**config.mk**
```make
export PLATFORM = sky130hd
export DESIGN_NAME = msrv32_fetch_stage
export DESIGN_NICKNAME = d
export VERILOG_FILES = /design/src/rtl/msrv32_fetch_stage.sv
export SDC_FILE = /design/constraint.sdc
export NUM_CORES = 1
export LEC_CHECK = 0
export CAP_MARGIN = 20
export CORE_MARGIN = 2
export CORE_UTILIZATION = 45
export DETAILED_ROUTE_END_ITERATION = 8
export PLACE_DENSITY = 0.79
export SYNTH_ARGS = -nofsm -noshare
export SYNTH_HDL_FRONTEND = slang
export SYNTH_SLANG_ARGS = --single-unit
```
**constraint.sdc**
```tcl
create_clock -name ms_riscv32_mp_clk_in -period 9.8 [get_ports ms_riscv32_mp_clk_in]
set_clock_uncertainty 0.15 [all_clocks]
set_input_delay 1.96 -clock ms_riscv32_mp_clk_in [delete_from_list [all_inputs] [get_ports ms_riscv32_mp_clk_in]]
set_output_delay 1.96 -clock ms_riscv32_mp_clk_in [all_outputs]
set_load 0.01 [all_outputs]
```
**src/rtl/msrv32_fetch_stage.sv**
```systemverilog
// rtl/msrv32_fetch_stage.sv - fetch PC, pipelined imem requests, instruction buffer toward decode
// Optional FETCH_MISALIGN_CHK_EN: misaligned redirect target pulses misaligned_out and halts fetch.
module msrv32_fetch_stage #(
  parameter logic [31:0] BOOT_ADDRESS = 32'h0000_0000,
  parameter int          FIFO_DEPTH   = 4
) (
  input  logic        ms_riscv32_mp_clk_in,
  input  logic        ms_riscv32_mp_rst_in,
  input  logic        redirect_in,
  input  logic [31:0] pc_mux_in,
  output logic [31:0] pc_out,
  output logic        imem_req_out,
  output logic [31:0] imem_addr_out,
  input  logic        imem_ready_in,
  input  logic [31:0] imem_rdata_in,
  output logic        instr_valid_out,
  input  logic        instr_ready_in,
  output logic [31:0] instr_out,
  output logic [31:0] instr_pc_out,
  output logic        misaligned_out
);

  localparam int PW = (FIFO_DEPTH > 1) ? $clog2(FIFO_DEPTH) : 1;
  localparam int CW = PW + 1;
  localparam logic [CW:0] DEPTH_V = (CW + 1)'(FIFO_DEPTH);

  logic        clk;
  logic        rst;
  logic [31:0] pc;
  logic [31:0] fifo_instr [FIFO_DEPTH];
  logic [31:0] fifo_pc    [FIFO_DEPTH];
  logic [PW-1:0] rd_ptr;
  logic [PW-1:0] wr_ptr;
  logic [CW-1:0] count;
  logic        outstanding;
  logic [31:0] out_pc;
  logic        kill;
  logic        halt;
  logic [31:0] redirect_pc;
  logic        valid;
  logic        pop;
  logic        accept;
  logic        complete;
  logic        push;
  logic [CW:0] occupancy;

  assign clk = ms_riscv32_mp_clk_in;
  assign rst = ms_riscv32_mp_rst_in;

  assign valid     = !rst && (count != '0);
  assign pop       = valid && instr_ready_in;
  // Counting the same-cycle pop lets a full buffer still fetch every cycle.
  assign occupancy = {1'b0, count} + {{CW{1'b0}}, outstanding} - {{CW{1'b0}}, pop};

  assign imem_req_out  = !rst && !redirect_in && !halt && (occupancy < DEPTH_V);
  assign imem_addr_out = pc;
  assign pc_out        = pc;

  assign accept   = imem_req_out && imem_ready_in;
  assign complete = outstanding && imem_ready_in;
  assign push     = complete && !kill && !redirect_in;

  assign instr_valid_out = valid;
  assign instr_out       = valid ? fifo_instr[rd_ptr] : 32'h0000_0013;
  assign instr_pc_out    = valid ? fifo_pc[rd_ptr]    : 32'h0000_0000;

`ifdef FETCH_MISALIGN_CHK_EN
  logic misaligned_q;

  assign redirect_pc    = pc_mux_in;
  assign misaligned_out = misaligned_q && !rst;

  always_ff @(posedge clk) begin
    if (rst) begin
      halt         <= 1'b0;
      misaligned_q <= 1'b0;
    end else begin
      misaligned_q <= redirect_in && (pc_mux_in[1:0] != 2'b00);
      if (redirect_in) begin
        halt <= (pc_mux_in[1:0] != 2'b00);
      end
    end
  end
`else
  logic unused_low_bits;

  assign unused_low_bits = ^pc_mux_in[1:0];
  assign redirect_pc     = {pc_mux_in[31:2], 2'b00};
  assign halt            = 1'b0;
  assign misaligned_out  = 1'b0;
`endif

  always_ff @(posedge clk) begin
    if (rst) begin
      pc          <= BOOT_ADDRESS;
      rd_ptr      <= '0;
      wr_ptr      <= '0;
      count       <= '0;
      outstanding <= 1'b0;
      out_pc      <= 32'h0;
      kill        <= 1'b0;
    end else if (redirect_in) begin
      pc     <= redirect_pc;
      rd_ptr <= '0;
      wr_ptr <= '0;
      count  <= '0;
      // A response still in flight must be swallowed when it finally arrives.
      if (outstanding && !imem_ready_in) begin
        kill <= 1'b1;
      end else if (complete) begin
        outstanding <= 1'b0;
        kill        <= 1'b0;
      end
    end else begin
      if (accept) begin
        pc     <= pc + 32'd4;
        out_pc <= pc;
      end
      if (complete) begin
        kill <= 1'b0;
      end
      if (accept) begin
        outstanding <= 1'b1;
      end else if (complete) begin
        outstanding <= 1'b0;
      end
      if (push) begin
        wr_ptr <= wr_ptr + PW'(1);
      end
      if (pop) begin
        rd_ptr <= rd_ptr + PW'(1);
      end
      case ({push, pop})
        2'b10:   count <= count + CW'(1);
        2'b01:   count <= count - CW'(1);
        default: count <= count;
      endcase
    end
  end

  always_ff @(posedge clk) begin
    if (push) begin
      fifo_instr[wr_ptr] <= imem_rdata_in;
      fifo_pc[wr_ptr]    <= out_pc;
    end
  end

endmodule

```
==> Word level (Yosys, flattened, before mapping) <==
Memories as Yosys holds them, arrays and structs flattened. A register that Yosys moved wholly into a read port is not among the register bits.
Index checks and enable logic that the tools add are counted.
{ "op_classes": {"eq_ne": 3, "n_lt_le_gt_ge": 1, "n_reduce_logical": 18, "addsub": 7, "n_bitwise": 1, "mux": 18} }
{ "ops": {"columns": ["op", "n"], "rows": [
  ["32-bit 2-to-1 mux", 4],
  ["32-bit by 3-bit adder with 32-bit output (second input constant)", 1],
  ["1-bit logical AND", 9],
  ["1-bit 2-to-1 mux", 9],
  ["2-bit 2-to-1 mux", 4],
  ["3-bit case mux with 2 select lines", 1],
  ["2-bit by 1-bit adder with 2-bit output (second input constant)", 2],
  ["3-bit by 1-bit adder with 4-bit output", 1],
  ["1-bit logical NOT", 4],
  ["4-bit by 3-bit less-than comparator with 1-bit output (second input constant)", 1],
  ["2-bit nonzero test", 2],
  ["4-bit by 1-bit subtractor with 4-bit output", 1],
  ["3-bit by 1-bit adder with 3-bit output (second input constant)", 1],
  ["3-bit nonzero test", 1],
  ["3-bit by 1-bit subtractor with 3-bit output (second input constant)", 1],
  ["2-bit by 1-bit == test with 1-bit output (second input constant)", 1],
  ["2-bit == test (second input constant)", 1],
  ["2-bit != test (second input constant)", 1],
  ["2-bit AND reduction", 1],
  ["2-bit OR reduction", 1],
  ["1-bit inverter", 1]
]} }
{ "totals": {"in_bits": 69, "output_inout_bits": 131, "ff_bits": 73, "memories": 2, "word_cells": 58, "ram_bits": 256} }
{ "mem_list": {"columns": ["memory", "words", "word_bits", "rd", "rd_clocked_by_memory_dff", "wr", "line_no", "source"], "rows": [
  ["fifo_instr", 4, 32, 1, 1, 1, "30", "logic [31:0] fifo_instr [FIFO_DEPTH];"],
  ["fifo_pc", 4, 32, 1, 1, 1, "31", "logic [31:0] fifo_pc [FIFO_DEPTH];"]
]} }

==> Depth between registers and ports, before layout <==
{ "logic_depth": {"ltp_word": 9, "ltp_mapped": 13, "ltp_nobuf": 11} }

==> Worst setup path after synthesis <==
No wires, ideal clock.
{ "synth_path": {"kind": "input-to-output", "from": "in ms_riscv32_mp_rst_in", "to": "out imem_req_out", "required_ns": 7.690, "path_buffers": 1, "arrival_time_ns": 3.903, "setup_slack_ns": 3.787, "cell_stages": 9, "cell_sequence": "nor2_1 -> and2_1 -> ha_1 -> inv_1 -> ha_1 -> and3b_4 -> or4_1 -> buf_2 -> a21oi_1"} }
{ "synth_between": {"elab_chain_len": 6, "elab_cells_between_ends": 7, "classes_between": "1 x add/sub; 1 x order compare; 5 x reduce/logical"} }
{ "synth_rtl": {"columns": ["element", "line_no", "source"], "rows": [
  ["from (decl)", "8", "input logic ms_riscv32_mp_rst_in,"],
  ["1-bit logical NOT", "50", "assign valid = !rst && (count != '0);"],
  ["1-bit logical AND", "50", null],
  ["1-bit logical AND", "51", "assign pop = valid && instr_ready_in;"],
  ["via pop", "41", "logic pop;"],
  ["4-bit by 1-bit subtractor with 4-bit output", "53", "assign occupancy = {1'b0, count} + {{CW{1'b0}}, outstanding} - {{CW{1'b0}}, pop};"],
  ["4-bit by 3-bit less-than comparator with 1-bit output", "55", "assign imem_req_out = !rst && !redirect_in && !halt && (occupancy < DEPTH_V);"],
  ["1-bit logical AND", "55", null],
  ["to (decl)", "12", "output logic imem_req_out,"]
]} }
The timed path passes the listed nets, and every way through them passes these cells.

==> Worst setup path in the final report <==
{ "layout_path": {"from": "in instr_ready_in", "to": "out imem_req_out"} }
{ "layout_between": {"elab_chain_len": 4} }
{ "layout_rtl": {"columns": ["element", "line_no", "source"], "rows": [
  ["from (decl)", "17", "input logic instr_ready_in,"],
  ["1-bit logical AND", "51", null],
  ["via pop", "41", null],
  ["4-bit by 1-bit subtractor with 4-bit output", "53", null],
  ["4-bit by 3-bit less-than comparator with 1-bit output", "55", null],
  ["1-bit logical AND", "55", null]
]} }
The timed path passes the listed nets, and every way through them passes these cells.

==> impl_summary.txt <==
----------------------------------------------------
[Status]
  Status ... complete, no violations

[Floorplan]
  Site Rows ... 62
  Effective utilization at floorplan ... 0.455
  IO Pins ... 200
  Die Footprint ... 30,200 sq um
  Placeable Area ... 28,500 sq um
  Chip Height ... 174 um
  Die Width ... 174 um

[Power and ir drop]
  Portion of total power attributed to sequential cells ... 0.526
  Switch share ... 0.199
  Pwr/cell area ... 176 nW/um^2
  Portion of total power attributed to combinational logic ... 0.043
  Leakage ... 5.12 nW
  Switching pwr ... 0.564 mW
  Clock group share of total power ... 0.431
  Worst vdd rail ir drop ... 0.000134 V
  Total power ... 2.83 mW
  Internal power contribution ... 2.27 mW

[Timing]
  Max_slew headroom ... 0.333
  Max Fclk ... 0.144 GHz
  Number of pins with negative max-slew slack in the final report ... 0
  Final critical-path required period ... 6.92 ns
  Number of failing setup endpoints in the final timing report ... 0
  Setup repair after global routing missed its margin ... false
  Final Hold Fails ... 0
  Setup TNS Final ... 0 ns
  Period utilization ... 0.706
  Least-Margin Pin Slew ... 1.00 ns

[Yosys]
  Share of synthesized area occupied by flip-flops and latches ... 0.684
  Number of synthesized flops with an enable pin ... 248
  Area share of the largest cell type after synthesis ... 0.574
  Yosys warns ... 0
  Top post-synthesis cells by count ... sky130_fd_sc_hd__edfxtp_1 (248), sky130_fd_sc_hd__dfxtp_1 (71), sky130_fd_sc_hd__nand2_1 (70), sky130_fd_sc_hd__and2_1 (64), sky130_fd_sc_hd__mux4_2 (62)
  Synthesized instance count ... 846
  Top cells by area, synth ... sky130_fd_sc_hd__edfxtp_1 (57%), sky130_fd_sc_hd__dfxtp_1 (11%), sky130_fd_sc_hd__mux4_2 (11%), sky130_fd_sc_hd__and2_1 (3.1%), sky130_fd_sc_hd__buf_4 (2.1%)
  Mean cell area of the mapped netlist ... 15.3 sq um
  Most common flop cell mapped by yosys ... sky130_fd_sc_hd__edfxtp_1
  Post-synth ARST share ... 0
  Most used standard cell by instance count after synthesis ... sky130_fd_sc_hd__edfxtp_1
  Library cell occupying the most area in the post-synthesis netlist ... sky130_fd_sc_hd__edfxtp_1
  Flip-flop and latch count after synthesis ... 319
  Netlist Area Pre-Place ... 13,000 sq um
  Number of distinct standard cells referenced by the synthesized netlist ... 50

[Worst setup path]
  Launching point of the worst reg2reg path ... count[2]
  FF-to-FF End ... imem_addr_out[29]
  Data arrival time of the worst path ... 4.81 ns
  Maximum fanout along the worst path ... 8
  Critical path start-end classification ... input pin to output pin
  Required time of the critical path ... 7.69 ns
  Register-to-register setup slack ... 5.46 ns
  R2R cell count ... 11
  Kind of start point of the critical path ... input pin
  Critical Path Sink Type ... output pin
  Crit path from ... instr_ready_in
  Critical path destination ... imem_req_out

[Layout]
  Nets ... 1,078
  Layout-stage area growth over the synthesis result ... 23.8%
  Filler instances ... 2,313
  Fraction of final layout cells with drive strength greater than 1 ... 0.130
  Area of the multi-input gates ... 3600 sq um
  Share of the core filled with cells ... 0.563
  Sequential Area ... 8880 sq um
  Antenna Cells ... 0
  Final Cell Area ... 16,100 sq um
  Final cell count without fillers ... 1,408

[Clocking]
  Clock slew at the register clock pins of the worst setup and hold paths ... 0.06 ns
  CTS Root Cell ... sky130_fd_sc_hd__clkbuf_16
  Largest buffer count on any clock path ... 3
  Number of clock sinks ... 319
  CTS H-Tree Depth ... 1
  Clk Latency, worst-skew pair ... 0.55 ns
  Number of clock buffers inserted by TritonCTS ... 31
  CTS tree ... built
  Number of buffers inserted by hold repair at cts ... 0
  Post-CTS setup buffer count ... 0
  # resized after CTS ... 0

[Place]
  Count of buffers from port buffering ... 190
  Post-Place Cells ... 1,350
  Global placer's final weighted congestion ... 0.830
  Placed instance area ... 15,000 sq um
  Sum of net half-perimeters after detailed placement ... 16.2 mm

[Drt]
  DR iter-0 viols ... 564
  Via count of the routed design ... 7,740
  Wire per inst ... 19.7 um
  Antenna-violating nets left ... 0
  Total wire length after detailed routing ... 27.7 mm
  First-pass detailed-route iteration total ... 6
  Average via count per standard cell ... 5.50
  Residual DRC count ... 0

[Flow run]
  Number of violations of the max-capacitance limit ... 0

[Min path]
  Hold Path Class ... flop to flop

[Global route]
  Vias in the first global route ... 7,775
  Total congestion overflow after global routing ... 0
  Tot GR Track Use ... 0.181
  Wire length of the first global-routing pass ... 43.1 mm
  Initial antenna violation count ... 0
  Largest net degree at the start of global routing ... 67

----------------------------------------------------
layout by cell type, fill, tap and decap left out, types with 5 or more instances in the layout:
cell / count
sky130_fd_sc_hd__o21ai_0: 8
sky130_fd_sc_hd__conb_1: 7
sky130_fd_sc_hd__and2_1: 60
sky130_fd_sc_hd__or3_1: 12
sky130_fd_sc_hd__a311oi_1: 10
sky130_fd_sc_hd__nor4_1: 7
sky130_fd_sc_hd__buf_4: 8
sky130_fd_sc_hd__nor2_1: 34
sky130_fd_sc_hd__dfxtp_1: 69
sky130_fd_sc_hd__nand2_1: 70
sky130_fd_sc_hd__clkbuf_1: 6
sky130_fd_sc_hd__mux4_2: 62
sky130_fd_sc_hd__bufinv_16: 6
sky130_fd_sc_hd__a21oi_1: 44
sky130_fd_sc_hd__or4_1: 7
sky130_fd_sc_hd__xor2_1: 8
sky130_fd_sc_hd__clkbuf_16: 31
sky130_fd_sc_hd__xnor2_1: 7
sky130_fd_sc_hd__o31ai_1: 5
sky130_fd_sc_hd__ha_1: 9
sky130_fd_sc_hd__a211oi_1: 11
sky130_fd_sc_hd__nand4_1: 8
sky130_fd_sc_hd__nand3_1: 7
sky130_fd_sc_hd__inv_1: 21
sky130_fd_sc_hd__clkinv_2: 7
sky130_fd_sc_hd__clkdlybuf4s50_1: 189
sky130_fd_sc_hd__edfxtp_1: 248
sky130_fd_sc_hd__o31a_1: 12
how the worst min path moves through the flow:
stage | start | end | slack (ns) | depth (start not counted)
finish | out_pc[23] | fifo_pc[3][23] | 0.35 | 0
global route | out_pc[13] | out_pc[13] | 0.37 | 2
CTS | out_pc[23] | fifo_pc[2][23] | 0.35 | 0
detailed placement | out_pc[23] | fifo_pc[3][23] | 0.33 | 0
global placement | flop | flop | 0.32 | 2
floorplan | flop | flop | 0.31 | 1
stage by stage:
step | worst slack (ns) | hold slack [ns]
after floorplan | 3.79 | 0.310
after global placement | 2.92 | 0.322
after detailed placement | 2.92 | 0.332
after CTS | 2.87 | 0.348
after global routing | 2.72 | 0.375
final | 2.88 | 0.347
state kept, by name, indices dropped and copies added (netlist names), named ones only:
| signal | cells |
|---|---|
| rd_ptr | 2 |
| wr_ptr | 2 |
| fifo_pc | 120 |
| imem_addr_out | 30 |
| out_pc | 30 |
| fifo_instr | 128 |
| count | 3 |
critical path: stages:
cell,delay [ns]
sky130_fd_sc_hd__clkdlybuf4s50_1,0.47
sky130_fd_sc_hd__and2_1,0.21
sky130_fd_sc_hd__ha_1,0.19
sky130_fd_sc_hd__inv_1,0.04
sky130_fd_sc_hd__ha_1,0.26
sky130_fd_sc_hd__and3b_4,0.19
sky130_fd_sc_hd__or4_1,0.65
sky130_fd_sc_hd__a21oi_1,0.26
sky130_fd_sc_hd__clkdlybuf4s50_1,0.58
routing by layer:
layer / track usage / up-vias / routed length [um]
li1: - / 3500 / -
met1: 0.250 / 3873 / 11900
met2: 0.299 / 330 / 13300
met3: 0.0344 / 37 / 2020
met4: 0.0431 / 0 / 454
met5: 0 / - / 0
area by class of cell:
cell class / instances / area share
clock buffer: 37 / 0.0497
clock inverter: 21 / 0.0162
inverter: 22 / 0.00514
multi-input combinational: 427 / 0.224
sequential: 319 / 0.553
tap: 384 / 0.0299
timing repair buffer: 198 / 0.122
kinds of logic after synthesis:
| family | synth area share |
|---|---|
| AO/OA/AOI/OAI | 0.0555 |
| XOR/XNOR | 0.0101 |
| adder cells (fa/ha/maj) | 0.0102 |
| buffers and inverters | 0.0427 |
| flip-flops | 0.684 |
| multiplexers | 0.109 |
| other | 0.000289 |
| AND/OR/NAND/NOR | 0.0884 |
power by group through the flow:
stage	combinational (mW)	clock (mW)	sequential, mW
final	0.121	1.22	1.49
after detailed placement	0.120	0	1.52
after floorplan	0.0532	0	1.51
after CTS	0.121	1.25	1.49
after global placement	0.118	0	1.52
after global routing	0.130	1.30	1.49
(Power assumes the default switching activity.)
